## config.mk

```make
export PLATFORM = sky130hd
export DESIGN_NAME = optim_top
export DESIGN_NICKNAME = d
export VERILOG_FILES = /design/src/rtl/optim_top_pkg.sv /design/src/rtl/fm0_encoder.sv /design/src/rtl/optim_top.sv
export SDC_FILE = /design/constraint.sdc
export NUM_CORES = 1
export LEC_CHECK = 0
export ABC_AREA = 0
export BUFFER_PORTS_ARGS = -buffer_cell sky130_fd_sc_hd__buf_2
export CAP_MARGIN = 20
export CORE_MARGIN = 2
export CORE_UTILIZATION = 32
export CTS_BUF_LIST = sky130_fd_sc_hd__clkbuf_8
export DETAILED_ROUTE_END_ITERATION = 6
export PLACE_DENSITY = 0.45
export SLEW_MARGIN = 20
export SYNTH_ARGS = -nofsm -noshare
export SYNTH_HDL_FRONTEND = slang
export SYNTH_SLANG_ARGS = --single-unit
```

## constraint.sdc

```tcl
create_clock -name clk_50m -period 2.32 [get_ports clk_50m]
set_clock_uncertainty 0.1 [all_clocks]
set_input_delay 0.116 -clock clk_50m [delete_from_list [all_inputs] [get_ports clk_50m]]
set_output_delay 0.116 -clock clk_50m [all_outputs]
set_load 0.05 [all_outputs]
```

## src/rtl/optim_top_pkg.sv

```systemverilog
// Shared state encoding, default timing and reply framing for the RFID tag baseband.
// Timing constants are in 50 MHz clock cycles.
package optim_top_pkg;

    typedef enum logic [2:0] {
        ST_IDLE,
        ST_DELIM,
        ST_DATA,
        ST_WAIT_T1,
        ST_REPLY
    } state_e;

    localparam logic [15:0] DELIM_MIN_DEF  = 16'd500;
    localparam logic [15:0] DELIM_MAX_DEF  = 16'd750;
    localparam logic [15:0] PIVOT_CYC_DEF  = 16'd940;
    localparam logic [15:0] SYM_MAX_DEF    = 16'd2000;
    localparam logic [7:0]  CMD_CODE_DEF   = 8'hC3;
    localparam logic [15:0] T1_CYC_DEF     = 16'd500;
    localparam logic [15:0] BIT_CYC_DEF    = 16'd1250;
    localparam logic [15:0] REPLY_DATA_DEF = 16'hA55A;

    localparam logic [3:0] PREAMBLE  = 4'b1010;
    localparam int         REPLY_LEN = 21;

    // Full reply frame, MSB first: preamble, payload, trailing dummy 1.
    function automatic logic [REPLY_LEN-1:0] build_reply(input logic [15:0] data);
        return {PREAMBLE, data, 1'b1};
    endfunction

endpackage

```

## src/rtl/fm0_encoder.sv

```systemverilog
// FM0 serializer: on start, sends a REPLY_LEN-bit word MSB first, then forces dout low
// and pulses done for one cycle.
module fm0_encoder
    import optim_top_pkg::*;
#(
    parameter logic [15:0] BIT_CYC = BIT_CYC_DEF
) (
    input  logic                 clk,
    input  logic                 rst_n,
    input  logic                 start,
    input  logic [REPLY_LEN-1:0] word,
    output logic                 dout,
    output logic                 done
);

    localparam logic [15:0] HALF_M1 = (BIT_CYC >> 1) - 16'd1;
    localparam logic [15:0] LAST    = BIT_CYC - 16'd1;

    logic                 busy_q, busy_d;
    logic                 dout_q, dout_d;
    logic                 done_q, done_d;
    logic [4:0]           idx_q, idx_d;
    logic [15:0]          cnt_q, cnt_d;
    logic [REPLY_LEN-1:0] word_q, word_d;

    always_comb begin
        busy_d = busy_q;
        dout_d = dout_q;
        done_d = 1'b0;
        idx_d  = idx_q;
        cnt_d  = cnt_q;
        word_d = word_q;
        if (start && !busy_q) begin
            busy_d = 1'b1;
            word_d = word;
            idx_d  = 5'(REPLY_LEN - 1);
            cnt_d  = '0;
            dout_d = ~dout_q;
        end else if (busy_q) begin
            cnt_d = cnt_q + 16'd1;
            // A data-0 gets an extra transition at mid-bit.
            if (cnt_q == HALF_M1 && !word_q[idx_q]) begin
                dout_d = ~dout_q;
            end
            if (cnt_q == LAST) begin
                cnt_d = '0;
                if (idx_q == 5'd0) begin
                    busy_d = 1'b0;
                    dout_d = 1'b0;
                    done_d = 1'b1;
                end else begin
                    idx_d  = idx_q - 5'd1;
                    dout_d = ~dout_q;
                end
            end
        end
    end

    always_ff @(posedge clk or negedge rst_n) begin
        if (!rst_n) begin
            busy_q <= 1'b0;
            dout_q <= 1'b0;
            done_q <= 1'b0;
            idx_q  <= '0;
            cnt_q  <= '0;
            word_q <= '0;
        end else begin
            busy_q <= busy_d;
            dout_q <= dout_d;
            done_q <= done_d;
            idx_q  <= idx_d;
            cnt_q  <= cnt_d;
            word_q <= word_d;
        end
    end

    assign dout = dout_q;
    assign done = done_q;

endmodule

```

## src/rtl/optim_top.sv

```systemverilog
// RFID tag baseband: PIE command decoder and sequencing FSM; answers a matching
// command with a fixed FM0 reply after the T1 turnaround.
//
// state      | meaning
// IDLE       | waiting for a falling edge that may start a delimiter
// DELIM      | timing the delimiter low pulse
// DATA       | measuring PIE symbols falling edge to falling edge
// WAIT_T1    | turnaround delay before the reply
// REPLY      | FM0 encoder transmitting
module optim_top
    import optim_top_pkg::*;
#(
    parameter logic [15:0] DELIM_MIN  = DELIM_MIN_DEF,
    parameter logic [15:0] DELIM_MAX  = DELIM_MAX_DEF,
    parameter logic [15:0] PIVOT_CYC  = PIVOT_CYC_DEF,
    parameter logic [15:0] SYM_MAX    = SYM_MAX_DEF,
    parameter logic [7:0]  CMD_CODE   = CMD_CODE_DEF,
    parameter logic [15:0] T1_CYC     = T1_CYC_DEF,
    parameter logic [15:0] BIT_CYC    = BIT_CYC_DEF,
    parameter logic [15:0] REPLY_DATA = REPLY_DATA_DEF
) (
    input  logic clk_50m,
    input  logic rst_p,
    input  logic din,
    output logic dout
);

    localparam logic [REPLY_LEN-1:0] REPLY_WORD = build_reply(REPLY_DATA);

    logic        sync1_q, sync2_q, prev_q;
    state_e      state_q, state_d;
    logic [15:0] cnt_q, cnt_d, cnt_inc;
    logic [3:0]  bitcnt_q, bitcnt_d;
    logic [7:0]  shreg_q, shreg_d;
    logic        started_q, started_d;
    logic        fall, rise, enc_start, enc_done;

    // Synchronizer and edge history idle high, matching the demodulator idle level.
    always_ff @(posedge clk_50m or negedge rst_p) begin
        if (!rst_p) begin
            sync1_q <= 1'b1;
            sync2_q <= 1'b1;
            prev_q  <= 1'b1;
        end else begin
            sync1_q <= din;
            sync2_q <= sync1_q;
            prev_q  <= sync2_q;
        end
    end

    assign fall      = prev_q & ~sync2_q;
    assign rise      = ~prev_q & sync2_q;
    assign cnt_inc   = (cnt_q == 16'hFFFF) ? cnt_q : cnt_q + 16'd1;
    assign enc_start = (state_q == ST_WAIT_T1) && (cnt_q == T1_CYC - 16'd1);

    always_comb begin
        state_d   = state_q;
        cnt_d     = cnt_q;
        bitcnt_d  = bitcnt_q;
        shreg_d   = shreg_q;
        started_d = started_q;
        case (state_q)
            ST_IDLE: begin
                if (fall) begin
                    state_d = ST_DELIM;
                    cnt_d   = '0;
                end
            end
            ST_DELIM: begin
                cnt_d = cnt_inc;
                if (rise) begin
                    cnt_d = '0;
                    if (cnt_q >= DELIM_MIN && cnt_q <= DELIM_MAX) begin
                        state_d   = ST_DATA;
                        bitcnt_d  = '0;
                        shreg_d   = '0;
                        started_d = 1'b0;
                    end else begin
                        state_d = ST_IDLE;
                    end
                end
            end
            ST_DATA: begin
                cnt_d = cnt_inc;
                if (fall) begin
                    cnt_d     = '0;
                    started_d = 1'b1;
                    // The first falling edge only opens the first symbol.
                    if (started_q) begin
                        shreg_d  = {shreg_q[6:0], cnt_q >= PIVOT_CYC};
                        bitcnt_d = (bitcnt_q == 4'd15) ? bitcnt_q : bitcnt_q + 4'd1;
                    end
                end else if (cnt_q > SYM_MAX) begin
                    cnt_d = '0;
                    if (sync2_q && bitcnt_q == 4'd8 && shreg_q == CMD_CODE) begin
                        state_d = ST_WAIT_T1;
                    end else begin
                        state_d = ST_IDLE;
                    end
                end
            end
            ST_WAIT_T1: begin
                cnt_d = cnt_inc;
                if (enc_start) begin
                    state_d = ST_REPLY;
                    cnt_d   = '0;
                end
            end
            ST_REPLY: begin
                if (enc_done) begin
                    state_d = ST_IDLE;
                end
            end
            default: state_d = ST_IDLE;
        endcase
    end

    always_ff @(posedge clk_50m or negedge rst_p) begin
        if (!rst_p) begin
            state_q   <= ST_IDLE;
            cnt_q     <= '0;
            bitcnt_q  <= '0;
            shreg_q   <= '0;
            started_q <= 1'b0;
        end else begin
            state_q   <= state_d;
            cnt_q     <= cnt_d;
            bitcnt_q  <= bitcnt_d;
            shreg_q   <= shreg_d;
            started_q <= started_d;
        end
    end

    fm0_encoder #(
        .BIT_CYC (BIT_CYC)
    ) u_fm0 (
        .clk   (clk_50m),
        .rst_n (rst_p),
        .start (enc_start),
        .word  (REPLY_WORD),
        .dout  (dout),
        .done  (enc_done)
    );

endmodule

```

==> results of run 1 <==
routing by layer:
| metal | share of wire, % | wire, microns | up-vias |
|---|---|---|---|
| met5 | 0 | 0 | - |
| met4 | 1.3 | 111 | 0 |
| met3 | 2.2 | 182 | 10 |
| met2 | 45 | 3788 | 33 |
| met1 | 51 | 4301 | 1431 |
| li1 | - | - | 1480 |
Yosys cell counts, types with 3 or more instances:
library cell,count
nand3_1,18
ha_1,9
buf_2,9
clkbuf_1,6
buf_6,3
nor3b_1,5
nor2b_1,3
nor3_1,8
a21o_1,7
nor4_1,3
a31oi_1,12
nand2_1,33
dfstp_2,3
and4_1,4
nor4bb_1,3
mux2i_1,3
o211ai_1,4
a21oi_1,22
nand4_1,12
nand2b_1,6
and3_1,8
o31ai_1,4
xnor2_1,7
or3_1,4
o21ai_0,18
dfrtp_1,57
xor2_1,8
a22o_1,9
inv_1,18
nor2_1,37
final cells by class:
cell class / instances / area [sq um] / area share, %
inverter: 18 / 67.56 / 1.618
multi-input combinational: 287 / 1873 / 44.85
timing repair buffer: 48 / 386.6 / 9.257
sequential: 60 / 1505 / 36.04
clock buffer: 10 / 137.6 / 3.295
clock inverter: 6 / 31.28 / 0.7490
tap: 140 / 175.2 / 4.194
critical path, stage by stage, from the launching register on:
cell	delay, ns
dfrtp_1	0.41
or4_1	0.56
or2_1	0.28
or3_4	0.39
nor2_4	0.16
mux2i_1	0.19
a21o_1	0.12
metrics by stage:
| stage | instance area [sq um] | hold slack [ns] |
|---|---|---|
| global placement | 3918 | 0.06065 |
| global route | 4177 | 0.2411 |
| detailed placement | 3918 | 0.05844 |
| floorplan | 3523 | -0.2796 |
| finish | 4177 | 0.2238 |
| CTS | 4106 | 0.2115 |
repair_timing:
action | in CTS | in global routing
endpoints found under the setup margin | 0 | 31
endpoints found under the hold margin | 61 | 0
gates resized for setup | 0 | 12
setup buffers | 0 | 2
hold buffers | 2 | 0
power by group through the flow:
stage / Sequential [uW] / Combinational (uW) / Clock [uW]
2_1_floorplan: 1220 / 821 / 0
3_3_place_gp: 1250 / 1140 / 0
3_5_place_dp: 1250 / 1130 / 0
4_1_cts: 1230 / 1140 / 874
5_1_grt: 1250 / 1320 / 933
6_report: 1240 / 1180 / 828
logic make-up after synthesis:
group | Yosys count
xor gates and xnor gates | 15
adders and majority gates | 9
DFF | 60
AOI/OAI and AO/OA | 95
buffers and inverters | 39
and+or+nand+nor | 164
muxes | 4
registers in the layout (all words and copies together), names as in the netlist, 3 cells and up:
register	cells
cnt_q	16
u_fm0.cnt_q	16
shreg_q	8
u_fm0.idx_q	5
bitcnt_q	4
state_q	3
how the worst min path moves through the flow:
stage,from,to,cells after the start
after floorplan,rst_p,bitcnt_q[0]$_DFFE_PN0P_,0
after global placement,rst_p,bitcnt_q[0]$_DFFE_PN0P_,2
after detailed placement,rst_p,bitcnt_q[0]$_DFFE_PN0P_,2
after CTS,rst_p,cnt_q[7]$_DFFE_PN0P_,3
after global routing,rst_p,cnt_q[11]$_DFFE_PN0P_,3
final,rst_p,cnt_q[7]$_DFFE_PN0P_,3
==> key figures, run 1 <==
Timing
  • Least-Margin Pin Slew: 1.016 ns
  • Rel. slew slack: 32.25%
  • Tcrit/Tclk final: a little over nine tenths
  • Number of hold violations in the final report: 0
  • Maximum clock frequency: 0.4390 GHz
  • Max Slew Vio Count: 0
  • RSZ-0062 raised after global routing: yes
  • Final setup TNS: 0 ns
  • Fin crit period: about 2.3 ns
  • Final setup fails: 0
  • Final WS setup: roughly 0.042 ns

Synthesis
  • Mapped Nets: 398
  • Ys flop type: dfrtp_1
  • Area of the mapped netlist: 3523 sq um
  • Ys async rst share: 100.0%
  • Post-synthesis adder-cell area fraction: 3.196%
  • Ys Warns: 0
  • Dominant combinational cell family by area after synthesis: simple AND/OR/NAND/NOR gates
  • Post-synthesis sequential area ratio: 42.72%
  • Compound-Gate Fraction of Synth Area: 18.04%
  • Synth area leaders: dfrtp_1 40%, nor2_1 3.9%, nand2_1 3.5%
  • Flop and latch count out of synthesis: 60
  • Synth Area in Simple Gates: between 20% and 30%
  • Largest area contributor in the netlist: dfrtp_1
  • Top-area cell type share of the netlist area: around two fifths
  • Unique masters post-synth: 65
  • Number of synthesized flops with an enable pin: 0
  • Average size of a mapped cell: 9.128 sq um
  • Post-synthesis mux area share: 1.172%
  • Post-synthesis xor/xnor area fraction: 3.729%
  • Synth Instances: between 300 and 400

Clock tree
  • CTS H-tree lvls: 3
  • CTS Buffer Depth: 2
  • CTS tree: yes
  • CTS buffer count: 9
  • Clk_lat worst skew: 0.35 ns
  • CTS sink cnt: 60
  • Worst-path clk slew: 0.07 ns
  • Clock Tree Root: clkbuf_8

Route
  • DR vias/cell: 5.192
  • Routed len/inst: 14.73 microns
  • First drt pass iteration count: 4
  • Routed vias: 2954
  • WL final: around 8400 microns
  • Initial DRC count: 155
  • Post-route ant nets: 0
  • DRC Markers: 0

Global route
  • Antenna violations before repair: 0
  • Grt met1 use: between 20% and 30%
  • Total grt overflow: 0
  • Number of global-route vias before repair: 2774
  • Global-route wire length before repair: ~14000 microns
  • Met2 Usage GRT: 22.72%
  • Grt met3 use: between 3 and 4%
  • Top Usage Layer GRT: met2
  • Largest net degree at the start of global routing: 61
  • Tot GR Track Use: 15.41%

Power and ir drop
  • Reg power frac: 38.0%
  • Sw Ratio: 36.81%
  • Internal: 2054 uW
  • Clk pwr share: between 20% and 30%
  • Max IR drop VDD: 0.0004919 V
  • NetSw: roughly 1200 uW
  • Power Dens Cells: 778.1 nW/um^2
  • Combinational share of power: 36.5%
  • Leak: 0.001865 uW
  • Tot Pwr: 3250 uW

Cells and area
  • Layout cells sized above 1: between 20% and 30%
  • Most frequent cells in the layout: 57 x dfrtp_1, 40 x buf_4, 37 x nor2_1, 31 x nand2_1, 22 x a21oi_1
  • Leading cell type in the layout, fill and taps excluded: dfrtp_1
  • Finished Core Util: around two fifths
  • Non-Filler Instances: 569
  • Final Net Count: 436
  • Layout fillers: 1098
  • ANT cells: 0
  • Area grow syn2layout: 18.54%

Critical path
  • Crit path DAT: 2.46 ns
  • Worst setup endpoint: u_fm0.idx_q[1]$_DFFE_PN0P_
  • Crit end category: register
  • CP required: roughly 2.5 ns
  • R2r startpoint: u_fm0.cnt_q[12]$_DFFE_PN0P_
  • R2R cell count: 6
  • Worst reg-to-reg setup slack: ~0.042 ns
  • Crit path launch type: register
  • Kind of critical path: reg2reg
  • Critical path origin: u_fm0.cnt_q[12]$_DFFE_PN0P_
  • Critical path fanouts, max: 5
  • R2r endpoint: u_fm0.idx_q[1]$_DFFE_PN0P_

Die
  • # IOs: 4
  • Core ar.: 10790 sq um
  • Chip height: 108.9 microns
  • Initial Util: 32.65%
  • Die width: 108.9 microns
  • Die area: 11870 sq um
  • Row count: 38

Place
  • Detail Placement HPWL: about 5800 microns
  • Dpl ws: 0.03570 ns
  • Dpl cells: 549
  • Final Wtd Congestion: 0.8049
  • PortBufs: 3

Run
  • Max cap viols: 0

Hold path
  • Worst Hold Class: in2async

Outcome
  • Status: completed
(Power assumes the default switching activity.)
==> inputs of run 2 (changes only) <==
--- a/config.mk
+++ b/config.mk
@@ -5,14 +5,14 @@
 export SDC_FILE = /design/constraint.sdc
 export NUM_CORES = 1
 export LEC_CHECK = 0
-export ABC_AREA = 0
+export ABC_AREA = 1
 export BUFFER_PORTS_ARGS = -buffer_cell sky130_fd_sc_hd__buf_2
 export CAP_MARGIN = 20
 export CORE_MARGIN = 2
-export CORE_UTILIZATION = 32
+export CORE_UTILIZATION = 65
 export CTS_BUF_LIST = sky130_fd_sc_hd__clkbuf_8
 export DETAILED_ROUTE_END_ITERATION = 6
-export PLACE_DENSITY = 0.45
+export PLACE_DENSITY = 0.81
 export SLEW_MARGIN = 20
 export SYNTH_ARGS = -nofsm -noshare
 export SYNTH_HDL_FRONTEND = slang
==> run 2 against run 1 <==
Against the previous run: utilization up 33 points; final area up 0.24%; clock power up 10%; via count up 23%; fmax up 8.2%; total power down 23%; first-iteration DRC count up 130%; non-clock buffer count down 35; register-to-register slack better by 0.17 ns; routed wire length up 6.0%; die area down 45%; critical path depth up 5.
==> key figures, run 2 <==
Cells and area
  • Final Net Count: 588
  • Layout fillers: 461
  • Leading cell type in the layout, fill and taps excluded: nand2_1
  • Area grow syn2layout: 8.849%
  • ANT cells: 0
  • Layout cells sized above 1: 8.778%
  • Most frequent cells in the layout: 166 x nand2_1, 83 x inv_1, 64 x nor2_1, 59 x nand3_1, 57 x dfrtp_1
  • Finished Core Util: 71.99%
  • Largest registers: cnt_q: 16 flops, u_fm0.cnt_q: 16 flops, shreg_q: 8 flops

Run
  • Max cap viols: 0

Synthesis
  • Post-synth top cells: 166 x nand2_1, 81 x inv_1, 64 x nor2_1, 59 x nand3_1, 57 x dfrtp_1
  • Post-synthesis xor/xnor area fraction: around 2.5%
  • Synth Instances: 558
  • Flop and latch count out of synthesis: 60
  • Ys Warns: 0
  • Compound-Gate Fraction of Synth Area: 7.645%
  • Most common cell in the synthesized netlist: nand2_1
  • Dominant combinational cell family by area after synthesis: simple AND/OR/NAND/NOR gates
  • Area of the mapped netlist: 3846 sq um
  • Largest area contributor in the netlist: dfrtp_1
  • Ys flop type: dfrtp_1
  • Unique masters post-synth: 35
  • Top-area cell type share of the netlist area: 37.09%
  • Post-synthesis mux area share: 0%
  • Average size of a mapped cell: 6.893 sq um
  • Post-synthesis sequential area ratio: 39.13%
  • Number of synthesized flops with an enable pin: 0
  • Mapped Nets: 570
  • Synth area leaders: dfrtp_1 37%, nand2_1 16%, inv_1 7.9%
  • Synth Area in Simple Gates: 38.81%
  • Post-synthesis adder-cell area fraction: 2.928%
  • Ys async rst share: 100.0%

Route
  • Routed vias: 3641
  • Routed len/inst: 13.54 microns
  • DRC Markers: 0
  • DR vias/cell: ~5.6
  • First drt pass iteration count: 5
  • WL final: 8884 microns
  • Initial DRC count: 359
  • Post-route ant nets: 0

Timing
  • Maximum clock frequency: 0.4752 GHz
  • Number of hold violations in the final report: 0
  • Final setup TNS: 0 ns
  • Final setup fails: 0
  • Fin crit period: 2.105 ns
  • Least-Margin Pin Slew: 0.7363 ns
  • Max Slew Vio Count: 0
  • Tcrit/Tclk final: 90.71%
  • Rel. slew slack: 50.92%
  • RSZ-0062 raised after global routing: no

Critical path
  • Crit-path cells: ha_1 -> inv_1 -> nor2_2 -> nand2_2 -> nor2_4 -> nand3_1 -> nand2_2 -> inv_2 -> nand2_1 -> nand2_1 -> nor2_1
  • Crit path DAT: about 2.3 ns
  • Crit path launch type: register
  • CP required: 2.48 ns
  • Slowest CP cell: dfrtp_1
  • Critical path fanouts, max: 7
  • Crit end category: register
  • Max stage delay on crit path: 0.47 ns
  • Kind of critical path: reg2reg

Place
  • Detail Placement HPWL: 6496 microns
  • PortBufs: 3
  • Final Wtd Congestion: approximately 1

Global route
  • Antenna violations before repair: 0
  • Global-route wire length before repair: between 10000 and 15000 microns
  • Largest net degree at the start of global routing: 33
  • Number of global-route vias before repair: 3428
  • Total grt overflow: 0
  • Tot GR Track Use: between 20 and 30%

Power and ir drop
  • Power Dens Cells: around 600 nW/um^2
  • Leak: 0.002105 uW
  • Max IR drop VDD: 0.0003414 V

Clock tree
  • Clk_lat worst skew: 0.34 ns
  • CTS sink cnt: 60
  • CTS Buffer Depth: 2
  • Clock Tree Root: clkbuf_8
  • CTS buffer count: 9
  • CTS H-tree lvls: 3
  • Worst-path clk slew: 0.08 ns
  • CTS tree: yes

Die
  • # IOs: 4
  • Core ar.: 5816 sq um
  • Row count: 28
  • Initial Util: about two thirds
  • Die area: 6549 sq um
  • Die width: 80.93 microns
  • Chip height: 80.93 microns

Hold path
  • Worst Hold Class: reg2reg

Outcome
  • Status: completed
## run 2: layout make-up
| class | instances | area (sq um) | area share (%) |
|---|---|---|---|
| multi-input cells | 409 | 1996 | 47.67 |
| inverters | 83 | 311.5 | 7.442 |
| well taps | 75 | 93.84 | 2.241 |
| flip-flops and latches | 60 | 1505 | 35.95 |
| clock inverters | 7 | 61.31 | 1.464 |
| repair buffers | 13 | 95.09 | 2.271 |
| clock buffers | 9 | 123.9 | 2.959 |
## run 2: kinds of logic (layout without fill, tap and decap cells)
group / count (synthesis) / in the layout
simple gates: 337 / 337
buf+inv: 89 / 112
flops: 60 / 60
compound gates: 52 / 52
xor+xnor: 11 / 11
fa+ha+maj: 9 / 9
## run 2: through the flow
| stage | worst slack (ns) | cell area (sq um) | hold slack (ns) | instances | total power, uW |
|---|---|---|---|---|---|
| after floorplan | 0.6110 | 3846 | -0.2796 | 558 | 1449 |
| after global placement | 0.2967 | 3981 | 0.1137 | 638 | 1589 |
| after detailed placement | 0.2780 | 3981 | 0.1221 | 638 | 1591 |
| after CTS | 0.2569 | 4187 | 0.2610 | 656 | 2497 |
| after global routing | 0.009241 | 4187 | 0.2623 | 656 | 2610 |
| final | 0.2154 | 4187 | 0.2620 | 656 | 2506 |
## run 2: metal layers
layer | up-vias | share of wire (%) | GRT usage (%)
met5 | - | 0 | 0
met4 | 0 | 2.7 | 14.07
met3 | 30 | 6.4 | 6.222
met2 | 140 | 48 | 48.60
met1 | 1660 | 43 | 36.06
li1 | 1811 | - | -
## run 2: report_power, final
group          internal, uW  switching (uW)  leakage, uW  total, uW
logic                   131             332      0.00118        463
clock network           484             426     0.000105        911
registers              1080            49.5     0.000823       1130
total                  1700             808      0.00210       2510
## run 2: path summary, 6_finish.rpt
path                                           start                    end  slack, ns  cells after the start
worst max-delay path            cnt_q[0]$_DFFE_PN0P_  cnt_q[10]$_DFFE_PN0P_       0.22                     11
worst max register to register  cnt_q[0]$_DFFE_PN0P_  cnt_q[10]$_DFFE_PN0P_       0.22                     11
worst min-delay path               sync1_q$_DFF_PN1_      sync2_q$_DFF_PN1_       0.26                      0
min in group asynchronous                      rst_p  cnt_q[15]$_DFFE_PN0P_       0.27                      2
worst min register to register     sync1_q$_DFF_PN1_      sync2_q$_DFF_PN1_       0.26                      0
max in group asynchronous                      rst_p      sync2_q$_DFF_PN1_       1.09                      3
## run 2: timing repair
action | 4_1_cts | 5_1_grt
buffers inserted | 0 | 0
endpoints found under the hold margin | 31 | 0
gates resized for setup | 0 | 0
hold buffers | 2 | 0
## run 2: critical path: cells and delay by family (launching register included)
family	cells	cell delay, ns
simple gates	8	1.03
flops	1	0.47
fa+ha+maj	1	0.23
buf+inv	2	0.18
==> inputs of run 3 (changes only) <==
--- a/config.mk
+++ b/config.mk
@@ -13,6 +13,7 @@
 export CTS_BUF_LIST = sky130_fd_sc_hd__clkbuf_8
 export DETAILED_ROUTE_END_ITERATION = 6
 export PLACE_DENSITY = 0.81
+export REMOVE_ABC_BUFFERS = 1
 export SLEW_MARGIN = 20
 export SYNTH_ARGS = -nofsm -noshare
 export SYNTH_HDL_FRONTEND = slang
==> run 3 against run 2 <==
Against the previous run: first-iteration DRC count is 47% lower; largest power group unchanged; critical path depth fell by 2; clock power grew 2.7%; total power is 0.70% higher; worst setup slack better by 0.051 ns; routed wire length shrank 1.9%; critical path type unchanged; via count fell by 0.69%; global-route usage up 0.50 points; non-clock buffer count up 2; largest cell class unchanged.
==> key figures, run 3 (synthesis gave the netlist of run 2 again) <==
Timing
  • Max Slew Vio Count: 0
  • RSZ-0062 raised after global routing: no
  • Final WS setup: 0.2667 ns
  • Least-Margin Pin Slew: between 0.6 and 0.7 ns
  • Number of hold violations in the final report: 0
  • Maximum clock frequency: 0.4870 GHz
  • Fin crit period: 2.053 ns
  • Final setup fails: 0
  • Tcrit/Tclk final: 88.50%
  • Rel. slew slack: 59.93%
  • Final setup TNS: 0 ns

Critical path
  • Critical path origin: cnt_q[13]$_DFFE_PN0P_
  • Worst reg-to-reg setup slack: 0.27 ns
  • Cell family with most CP delay: simple AND/OR/NAND/NOR gates
  • CP required: 2.50 ns
  • Kind of critical path: reg2reg
  • Slowest CP cell: dfrtp_1
  • Crit path launch type: register
  • R2R cell count: 9
  • Crit path DAT: 2.23 ns
  • Crit end category: register
  • R2r startpoint: cnt_q[13]$_DFFE_PN0P_
  • Max stage delay on crit path: 0.46 ns
  • CP Depth: 9
  • Critical path fanouts, max: 6
  • Worst setup endpoint: u_fm0.cnt_q[14]$_DFFE_PN0P_
  • R2r endpoint: u_fm0.cnt_q[14]$_DFFE_PN0P_
  • Crit-path cells: nor2_1 -> nand2_1 -> nor2_2 -> nand3_1 -> nand2_1 -> inv_1 -> nor2_2 -> nand3_1 -> o21ai_0
  • Bufs and invs on worst path: 1

Die
  • Chip height: 80.93 microns
  • Core ar.: about 5800 sq um
  • # IOs: 4
  • Die width: just over 80 microns
  • Initial Util: about 66%
  • Die area: roughly 6500 sq um
  • Row count: 28

Place
  • Detail Placement HPWL: approximately 6500 microns
  • Final Wtd Congestion: 0.9406
  • PortBufs: 3
  • Dpl ws: 0.2726 ns

Cells and area
  • Layout cells sized above 1: under 10%
  • ANT cells: 0
  • Leading cell type in the layout, fill and taps excluded: nand2_1
  • Layout fillers: 475
  • Most frequent cells in the layout: 166 x nand2_1, 82 x inv_1, 64 x nor2_1, 59 x nand3_1, 57 x dfrtp_1
  • Largest registers: cnt_q: 16 flops, u_fm0.cnt_q: 16 flops, shreg_q: 8 flops
  • Final Net Count: 590
  • Storage element area: 1505 sq um
  • Area grow syn2layout: 9.759%
  • Area of the multi-input gates: roughly 2000 sq um

Global route
  • Number of global-route vias before repair: around 3400
  • Antenna violations before repair: 0
  • Total grt overflow: 0
  • Global-route wire length before repair: 15010 microns
  • Largest net degree at the start of global routing: 36
  • Tot GR Track Use: between 20% and 30%

Run
  • Max cap viols: 0

Clock tree
  • CTS sink cnt: 60
  • CTS tree: yes
  • Clock Tree Root: clkbuf_8
  • CTS H-tree lvls: 3
  • Clk_lat worst skew: 0.35 ns
  • Worst-path clk slew: about 0.070 ns
  • Post_cts resized: 0
  • CTS buffer count: 9
  • CTS Buffer Depth: 2

Power and ir drop
  • Tot Pwr: approximately 2500 uW
  • Leak: between 0.002 and 0.0025 uW
  • Power Dens Cells: about 600 nW/um^2
  • Max IR drop VDD: 0.0003695 V

Route
  • DRC Markers: 0
  • WL final: about 8700 microns
  • First drt pass iteration count: 6
  • Routed vias: ~3600
  • Initial DRC count: approximately 190
  • Routed len/inst: around 13 microns
  • Post-route ant nets: 0
  • DR vias/cell: 5.495

Outcome
  • Status: completed

Hold path
  • Worst Hold Class: in2async
[run 3: area by class of cell]
| type | count | share of cell area (%) |
|---|---|---|
| multi-input combinational | 409 | 47.27 |
| sequential | 60 | 35.65 |
| inverter | 83 | 7.380 |
| clock buffer | 9 | 2.934 |
| timing repair buffer | 15 | 2.905 |
| tap | 75 | 2.223 |
| clock inverter | 7 | 1.630 |
[run 3: worst register-to-register path, delay by kind of cell, from the launching register on]
kind | cells | cell delay [ns]
compound gates | 1 | 0.08
buf+inv | 1 | 0.14
flops | 1 | 0.46
simple gates | 7 | 1.22
[run 3: repair_timing]
item,4_1_cts,5_1_grt
buffers inserted,0,0
hold endpoints to repair,24,0
hold buffers,2,0
[run 3: where the power goes]
part / leakage, uW / internal (uW) / switching, uW
clock: 0.000100 / 491 / 445
sequential: 0.000823 / 1080 / 34.6
combinational: 0.00119 / 141 / 329
total: 0.00211 / 1720 / 809
[run 3: metal layers]
layer  wire, microns  share of wire [%]  vias to the layer above  GRT usage [%]
li1                -                  -                     1820              -
met1            4008                 46                     1669          38.17
met2            4124                 47                      107          48.35
met3             388                4.5                       20          5.556
met4             197                2.3                        0          14.24
met5               0                  0                        -              0
[run 3: how the worst min path moves through the flow]
stage / slack (ns) / cells after the start / end
global placement: 0.06 / 1 / cnt_q[2]$_DFFE_PN0P_
global route: 0.27 / 2 / cnt_q[2]$_DFFE_PN0P_
finish: 0.20 / 2 / cnt_q[2]$_DFFE_PN0P_
CTS: 0.23 / 2 / cnt_q[2]$_DFFE_PN0P_
detailed placement: 0.06 / 1 / cnt_q[2]$_DFFE_PN0P_
floorplan: -0.28 / 0 / bitcnt_q[0]$_DFFE_PN0P_
[run 3: stage by stage]
step                      util [%]  hold slack, ns  instance area [sq um]  std cells
after floorplan                  -         -0.2796                   3812        552
after global placement       68.93         0.05908                   4009        640
after detailed placement     68.93         0.06148                   4009        640
after CTS                    72.59          0.2265                   4222        658
after global routing         72.59          0.2663                   4222        658
final                        72.59          0.1982                   4222        658
